==> src/rtl/cpu_pkg.sv <==
// Shared constants for the microcoded CPU sequencer: control-word bit map,
// opcode values, sequencer states and the load-strobe mask.
package cpu_pkg;

  localparam int CTRL_W        = 15;
  localparam int MAX_INSTR_LEN = 5;

  localparam int B_PC_OUT   = 14;
  localparam int B_PC_LOAD  = 13;
  localparam int B_PC_INC   = 12;
  localparam int B_MAR_IN   = 11;
  localparam int B_RAM_OUT  = 10;
  localparam int B_RAM_IN   = 9;
  localparam int B_IR_IN    = 8;
  localparam int B_IR_OUT   = 7;
  localparam int B_A_IN     = 6;
  localparam int B_A_OUT    = 5;
  localparam int B_ALU_OUT  = 4;
  localparam int B_ALU_SUB  = 3;
  localparam int B_B_IN     = 2;
  localparam int B_OUT_IN   = 1;
  localparam int B_FLAGS_IN = 0;

  localparam logic [3:0] OP_NOP = 4'h0;
  localparam logic [3:0] OP_LDA = 4'h1;
  localparam logic [3:0] OP_ADD = 4'h2;
  localparam logic [3:0] OP_SUB = 4'h3;
  localparam logic [3:0] OP_STA = 4'h4;
  localparam logic [3:0] OP_LDI = 4'h5;
  localparam logic [3:0] OP_JMP = 4'h6;
  localparam logic [3:0] OP_JC  = 4'h7;
  localparam logic [3:0] OP_JZ  = 4'h8;
  localparam logic [3:0] OP_OUT = 4'hE;
  localparam logic [3:0] OP_HLT = 4'hF;

  typedef enum logic {ST_RUN, ST_HALT} seq_state_t;

  function automatic logic [CTRL_W-1:0] ctrl_bit(input int unsigned idx);
    return CTRL_W'(1) << idx;
  endfunction

  // Strobes that change register state; masked whenever the step does not advance.
  localparam logic [CTRL_W-1:0] LOAD_MASK =
    ctrl_bit(B_PC_LOAD) | ctrl_bit(B_PC_INC) | ctrl_bit(B_MAR_IN) | ctrl_bit(B_RAM_IN) |
    ctrl_bit(B_IR_IN) | ctrl_bit(B_A_IN) | ctrl_bit(B_B_IN) | ctrl_bit(B_OUT_IN) |
    ctrl_bit(B_FLAGS_IN);

  localparam logic [CTRL_W-1:0] CW_ADDR = ctrl_bit(B_IR_OUT) | ctrl_bit(B_MAR_IN);

endpackage

==> src/rtl/cpu_sequencer_if.sv <==
// Sequencer-to-datapath signal bundle; master is the sequencer side.
interface cpu_sequencer_if
  import cpu_pkg::*;
#(
  parameter int OPCODE_W = 4,
  parameter int MAX_T    = 6
);
  localparam int TW = $clog2(MAX_T);

  logic [OPCODE_W-1:0] opcode;
  logic                flag_c;
  logic                flag_z;
  logic                mem_ready;
  logic                step_mode;
  logic                step;
  logic                resume;
  logic [CTRL_W-1:0]   ctrl;
  logic [TW-1:0]       t_state;
  logic                fetch;
  logic                instr_done;
  logic                halted;

  modport master (
    input  opcode, flag_c, flag_z, mem_ready, step_mode, step, resume,
    output ctrl, t_state, fetch, instr_done, halted
  );

  modport slave (
    output opcode, flag_c, flag_z, mem_ready, step_mode, step, resume,
    input  ctrl, t_state, fetch, instr_done, halted
  );
endinterface

==> src/rtl/cpu_ucode_rom.sv <==
// Combinational microcode: (opcode, T-state, flags) -> raw control word,
// last-step marker and halt marker.
module cpu_ucode_rom
  import cpu_pkg::*;
#(
  parameter int OPCODE_W = 4,
  parameter int TW       = 3
) (
  input  logic [OPCODE_W-1:0] opcode,
  input  logic [TW-1:0]       t_state,
  input  logic                flag_c,
  input  logic                flag_z,
  output logic [CTRL_W-1:0]   ctrl_raw,
  output logic                last_step,
  output logic                is_halt
);
  logic [3:0] op;
  logic       t2, t3, t4;

  // Any set bit above the 4-bit opcode field makes the instruction a NOP.
  assign op = ((opcode >> 4) != '0) ? OP_NOP : opcode[3:0];
  assign t2 = (t_state == TW'(2));
  assign t3 = (t_state == TW'(3));
  assign t4 = (t_state == TW'(4));

  always_comb begin
    ctrl_raw  = '0;
    last_step = 1'b0;
    is_halt   = 1'b0;
    if (t_state == TW'(0)) begin
      ctrl_raw = ctrl_bit(B_PC_OUT) | ctrl_bit(B_MAR_IN);
    end else if (t_state == TW'(1)) begin
      ctrl_raw = ctrl_bit(B_RAM_OUT) | ctrl_bit(B_IR_IN) | ctrl_bit(B_PC_INC);
    end else begin
      case (op)
        OP_LDA: begin
          if (t2) ctrl_raw = CW_ADDR;
          else if (t3) begin
            ctrl_raw  = ctrl_bit(B_RAM_OUT) | ctrl_bit(B_A_IN);
            last_step = 1'b1;
          end
        end
        OP_ADD, OP_SUB: begin
          if (t2) ctrl_raw = CW_ADDR;
          else if (t3) ctrl_raw = ctrl_bit(B_RAM_OUT) | ctrl_bit(B_B_IN);
          else if (t4) begin
            ctrl_raw = ctrl_bit(B_ALU_OUT) | ctrl_bit(B_A_IN) | ctrl_bit(B_FLAGS_IN);
            if (op == OP_SUB) ctrl_raw[B_ALU_SUB] = 1'b1;
            last_step = 1'b1;
          end
        end
        OP_STA: begin
          if (t2) ctrl_raw = CW_ADDR;
          else if (t3) begin
            ctrl_raw  = ctrl_bit(B_A_OUT) | ctrl_bit(B_RAM_IN);
            last_step = 1'b1;
          end
        end
        OP_LDI: begin
          ctrl_raw  = ctrl_bit(B_IR_OUT) | ctrl_bit(B_A_IN);
          last_step = t2;
        end
        OP_JMP: begin
          ctrl_raw  = ctrl_bit(B_IR_OUT) | ctrl_bit(B_PC_LOAD);
          last_step = t2;
        end
        OP_JC, OP_JZ: begin
          if ((op == OP_JC) ? flag_c : flag_z)
            ctrl_raw = ctrl_bit(B_IR_OUT) | ctrl_bit(B_PC_LOAD);
          last_step = t2;
        end
        OP_OUT: begin
          ctrl_raw  = ctrl_bit(B_A_OUT) | ctrl_bit(B_OUT_IN);
          last_step = t2;
        end
        OP_HLT: begin
          last_step = t2;
          is_halt   = t2;
        end
        default: last_step = t2;
      endcase
    end
  end
endmodule

==> src/rtl/cpu_sequencer.sv <==
// Microcoded T-state sequencer: counter, halt state, RAM-stall and
// single-step gating, and masking of load strobes on non-advancing cycles.
module cpu_sequencer
  import cpu_pkg::*;
#(
  parameter int OPCODE_W     = 4,
  parameter int MAX_T        = 6,
  parameter int STALL_ON_RAM = 1,
  parameter int STEP_EN      = 1
) (
  input logic             clk,
  input logic             rst,
  cpu_sequencer_if.master bus
);
  localparam int TW = $clog2(MAX_T);

  if (MAX_T < MAX_INSTR_LEN || MAX_T > 8) begin : g_bad_max_t
    $error("cpu_sequencer: MAX_T=%0d cannot hold a %0d-step instruction or exceeds 8",
           MAX_T, MAX_INSTR_LEN);
  end

  seq_state_t        state_q, state_d;
  logic [TW-1:0]     t_q, t_d;
  logic              step_mode_q;
  logic [CTRL_W-1:0] ctrl_raw;
  logic              last_step, is_halt;
  logic              stall, idle, adv;

  cpu_ucode_rom #(.OPCODE_W(OPCODE_W), .TW(TW)) u_rom (
    .opcode   (bus.opcode),
    .t_state  (t_q),
    .flag_c   (bus.flag_c),
    .flag_z   (bus.flag_z),
    .ctrl_raw (ctrl_raw),
    .last_step(last_step),
    .is_halt  (is_halt)
  );

  assign stall = (STALL_ON_RAM != 0) && (ctrl_raw[B_RAM_OUT] || ctrl_raw[B_RAM_IN]) &&
                 !bus.mem_ready;
  assign idle  = step_mode_q && !bus.step;
  assign adv   = (state_q == ST_RUN) && !stall && !idle;

  // step_mode is registered so a change only gates from the following cycle.
  always_ff @(posedge clk or posedge rst) begin
    if (rst) begin
      state_q     <= ST_RUN;
      t_q         <= '0;
      step_mode_q <= 1'b0;
    end else begin
      state_q     <= state_d;
      t_q         <= t_d;
      step_mode_q <= (STEP_EN != 0) && bus.step_mode;
    end
  end

  always_comb begin
    state_d = state_q;
    t_d     = t_q;
    case (state_q)
      ST_RUN: begin
        if (adv) begin
          if (last_step) begin
            t_d = '0;
            if (is_halt) state_d = ST_HALT;
          end else begin
            t_d = t_q + 1'b1;
          end
        end
      end
      ST_HALT: if (bus.resume) state_d = ST_RUN;
      default: state_d = ST_RUN;
    endcase
  end

  always_comb begin
    bus.ctrl       = '0;
    bus.instr_done = 1'b0;
    bus.t_state    = t_q;
    bus.halted     = (state_q == ST_HALT);
    bus.fetch      = (state_q == ST_RUN) && (t_q < TW'(2));
    if (!rst && state_q == ST_RUN) begin
      bus.ctrl       = adv ? ctrl_raw : (ctrl_raw & ~LOAD_MASK);
      bus.instr_done = adv && last_step;
    end
  end
endmodule

==> src/flat_wrapper.sv <==
// flat-port wrapper written by rule: the top's interface ports become plain ports
module cpu_sequencer_flat import cpu_pkg::*;
#(
  parameter int OPCODE_W     = 4,
  parameter int MAX_T        = 6,
  parameter int STALL_ON_RAM = 1,
  parameter int STEP_EN      = 1
)
  (clk, rst, bus_opcode, bus_flag_c, bus_flag_z, bus_mem_ready, bus_step_mode, bus_step, bus_resume, bus_ctrl, bus_t_state, bus_fetch, bus_instr_done, bus_halted);
  cpu_sequencer_if #(.OPCODE_W(OPCODE_W), .MAX_T(MAX_T)) bus_i ();
  input logic clk;
  input logic rst;
  input wire logic [$bits(bus_i.opcode)-1:0] bus_opcode;
  input wire logic [$bits(bus_i.flag_c)-1:0] bus_flag_c;
  input wire logic [$bits(bus_i.flag_z)-1:0] bus_flag_z;
  input wire logic [$bits(bus_i.mem_ready)-1:0] bus_mem_ready;
  input wire logic [$bits(bus_i.step_mode)-1:0] bus_step_mode;
  input wire logic [$bits(bus_i.step)-1:0] bus_step;
  input wire logic [$bits(bus_i.resume)-1:0] bus_resume;
  output wire logic [$bits(bus_i.ctrl)-1:0] bus_ctrl;
  output wire logic [$bits(bus_i.t_state)-1:0] bus_t_state;
  output wire logic [$bits(bus_i.fetch)-1:0] bus_fetch;
  output wire logic [$bits(bus_i.instr_done)-1:0] bus_instr_done;
  output wire logic [$bits(bus_i.halted)-1:0] bus_halted;
  assign bus_i.opcode = bus_opcode;
  assign bus_i.flag_c = bus_flag_c;
  assign bus_i.flag_z = bus_flag_z;
  assign bus_i.mem_ready = bus_mem_ready;
  assign bus_i.step_mode = bus_step_mode;
  assign bus_i.step = bus_step;
  assign bus_i.resume = bus_resume;
  assign bus_ctrl = bus_i.ctrl;
  assign bus_t_state = bus_i.t_state;
  assign bus_fetch = bus_i.fetch;
  assign bus_instr_done = bus_i.instr_done;
  assign bus_halted = bus_i.halted;
  cpu_sequencer #(.OPCODE_W(OPCODE_W), .MAX_T(MAX_T), .STALL_ON_RAM(STALL_ON_RAM), .STEP_EN(STEP_EN)) u_core (.clk(clk), .rst(rst), .bus(bus_i));
endmodule
==> config.mk <==
export PLATFORM = sky130hd
export DESIGN_NAME = cpu_sequencer_flat
export DESIGN_NICKNAME = d
export VERILOG_FILES = /design/src/rtl/cpu_pkg.sv /design/src/rtl/cpu_sequencer_if.sv /design/src/rtl/cpu_ucode_rom.sv /design/src/rtl/cpu_sequencer.sv /design/src/flat_wrapper.sv
export SDC_FILE = /design/constraint.sdc
export NUM_CORES = 1
export LEC_CHECK = 0
export CAP_MARGIN = 10
export CORE_MARGIN = 2
export CORE_UTILIZATION = 45
export DETAILED_ROUTE_END_ITERATION = 10
export PLACE_DENSITY_LB_ADDON = 0.05
export SKIP_LAST_GASP = 1
export SLEW_MARGIN = 40
export SYNTH_ARGS = -nofsm -noshare
export SYNTH_HDL_FRONTEND = slang
export SYNTH_HIERARCHICAL = 1
export SYNTH_SLANG_ARGS = --single-unit
==> constraint.sdc <==
create_clock -name clk -period 5.4 [get_ports clk]
set_input_delay 1.35 -clock clk [delete_from_list [all_inputs] [get_ports clk]]
set_output_delay 1.35 -clock clk [all_outputs]
set_load 0.01 [all_outputs]
==> metrics.md <==
| Metric | Value |
|---|---|
| Power per cell area | `between 300 and 400 nW/um^2` |
| Clk buf depth | `2` |
| Total gr overflow | `0` |
| Mean Syn Cell Area | `7.98 um^2` |
| Register area | `125 um^2` |
| Setup ws final | `0.295 ns` |
| Residual DRC | `0` |
| Antenna viol nets, final | `0` |
| I/O pin count | `33` |
| Synthesized net count | `109` |
| Final period utilization | `0.945` |
| CP Launch Type | `input pin` |
| Clock Tree Root | `clkbuf_4` |
| Wire per inst | `13.3 um` |
| Setup total negative slack | `0 ns` |
| Prevailing post-synth register cell | `dfrtp_1` |
| Cts hold-fix bufs | `0` |
| Peak supply drop | `287 uV` |
| Filler cells | `roughly 130` |
| Die Area | `2050 um^2` |
| Die H | `about 45 um` |
| Synth area leader | `dfrtp_1` |
| # Post-CTS Setup Buffers | `0` |
| WL final | `1910 um` |
| Rel. slew slack | `0.660` |
| Synth Cell Area | `766 um^2` |
| Layout area overhead | `45.6%` |
| CTS tree | `yes` |
| Worst EP arrival | `3.76 ns` |
| Initial antenna violation count | `0` |
| Status | `completed` |
| Clock Latency Late Sink | `~0.24 ns` |
| Fin. max-slew vios | `0` |
| Register area share after synthesis | `0.163` |
| Largest net degree at the start of global routing | `18` |
| Hold WS | `between 0.7 and 0.8 ns` |
| Final Hold Vio Count | `0` |
| DP Worst Slack | `0.268 ns` |
| Leak | `0.435 nW` |
| # resized after CTS | `0` |
| Final instance area | `roughly 1100 um^2` |
| Asr flop ratio synth | `1.00` |
| CTS Buf Count | `3` |
| H-tree depth | `1` |
| Starting Density | `0.491` |
| RSZ-0062 raised after global routing | `no` |
| Gr usage total | `0.214` |
| Nets | `142` |
| Synth Warn # | `6` |
| R2r setup slk | `3.14 ns` |
| Iteration-0 DRC Markers | `22` |
| Setup CP Type | `input pin to output port` |
| Die X | `45.3 um` |
| Top cell type's share of synthesized area | `0.163` |
| Synth cell types | `45` |
| Flops & latches, synth | `5` |
| Multi-input logic area | `578 um^2` |
| Vias after detailed routing | `~810` |
| TritonRoute pass-1 iters | `4` |
| Cell Rows | `14` |
| Port-buffer cells | `32` |
| Total of max-cap violations | `0` |
| Total core area | `1560 um^2` |
| Sink Count | `5` |
| Worst setup EP type | `output port` |
| DP HPWL | `1480 um` |
| ANT cells | `0` |
| RePlAce Congestion | `around 0.92` |
| Critical Path RT | `4.05 ns` |
| Via/cell ratio | `between 5 and 6` |
| Share of cells above drive strength 1 | `0.141` |
| Vias in the first global route | `between 700 and 800` |
| Post-synth EDFFs | `0` |
| Cells taking the most area after synthesis | `dfrtp_1 16%, and2_1 14%, nor3_1 3.9%, nor2_1 3.4%, buf_2 3.3%` |
| Clock transition at path regs | `0.04 ns` |
| Worst min-delay path class | `flip-flop to flip-flop` |
| First-pass GRT wire length | `3280 um` |
| Synth Instances | `96` |
| FMAX | `0.196 GHz` |
| Final Setup Violations | `0` |
| Final min period | `slightly above 5 ns` |
| DP Area | `1090 um^2` |
| Worst-Margin Slew | `0.510 ns` |
| CP Max Fanout | `10` |
| Worst clock skew | `between 0.005 and 0.006 ns` |
==> per-layer routing <==
metal,part of all wire,track usage
met3,0.050,0.0480
met5,0,0
met2,0.45,0.329
met4,0,0
met1,0.50,0.323
==> placed cells by master (no fill, tap or decap), types with 2 or more instances in the layout <==
cell type and n:
and2_1 17, and3b_1 2, nor2_1 7, dfrtp_1 5
clkdlybuf4s50_1 32, o21bai_1 2, nor4b_1 2, inv_1 4
and3_1 2, nor3_1 6, clkbuf_4 3, nand2b_1 2
o211ai_1 2, a21oi_1 3, buf_4 4, nand2_1 4
==> worst paths after layout <==
kind	cells past startpoint	end	from
max	8	bus_instr_done	bus_opcode[0]
min	1	u_core/bus.halted$_DFF_PP0_	u_core/bus.halted$_DFF_PP0_
max reg2reg	7	u_core/bus.t_state[2]$_DFFE_PP0P_	u_core/bus.t_state[1]$_DFFE_PP0P_
min reg2reg	1	u_core/bus.halted$_DFF_PP0_	u_core/bus.halted$_DFF_PP0_
max in group asynchronous	2	u_core/bus.halted$_DFF_PP0_	rst
min in group asynchronous	2	u_core/bus.t_state[2]$_DFFE_PP0P_	rst
==> kinds of logic (layout without fill, tap and decap cells) <==
logic type | count (synthesis) | after routing | share of synthesized area
AND/OR/NAND/NOR | 55 | 55 | 0.471
flip-flops | 5 | 5 | 0.163
adder cells (fa/ha/maj) | 1 | 1 | 0.0163
buffers and inverters | 12 | 44 | 0.0817
multiplexers | 2 | 2 | 0.0294
AO/OA/AOI/OAI | 21 | 21 | 0.239
==> Yosys cell counts (all sizes together), types with 2 or more instances <==
cell type	instances
a21oi	3
dfrtp	5
and2	18
buf	8
o21bai	2
o211ai	2
nand2b	2
inv	4
and3b	2
nor3	7
nor4b	2
o21ba	2
and3	2
nor2b	2
nor2	7
nand2	4
mux2	2
==> flip-flops by register name, indices dropped and copies added, names as in the netlist <==
name and flops:
u_core/bus.t_state 3, u_core/bus.halted 1, u_core/step_mode_q 1
==> metrics by stage <==
stage,util,total power [mW],std cells
CTS,0.715,0.365,144
global placement,0.698,0.318,140
finish,0.715,0.364,144
detailed placement,0.698,0.320,140
floorplan,-,0.238,96
global route,0.715,0.397,144
==> critical path: stages <==
cell and delay [ns]:
clkdlybuf4s50_1 0.54, or2_2 0.38, nand2_1 0.07, a21oi_1 0.08, o21ba_4 0.25, nor4_4 0.34, and2_1 0.20, clkdlybuf4s50_1 0.54
==> where the power goes <==
group,total [mW],switching (mW),internal [mW]
clock,0.0424,0.0145,0.0279
sequential,0.0942,0.0454,0.0488
combinational,0.228,0.0977,0.130
==> area by class of cell <==
| class | instances | share of cell area |
|---|---|---|
| well taps | 16 | 0.0180 |
| clock buffers | 4 | 0.0236 |
| repair buffers | 36 | 0.314 |
| flip-flops and latches | 5 | 0.112 |
| inverters | 4 | 0.0135 |
| multi-input cells | 79 | 0.519 |
Power figures use the tool's default switching activity.
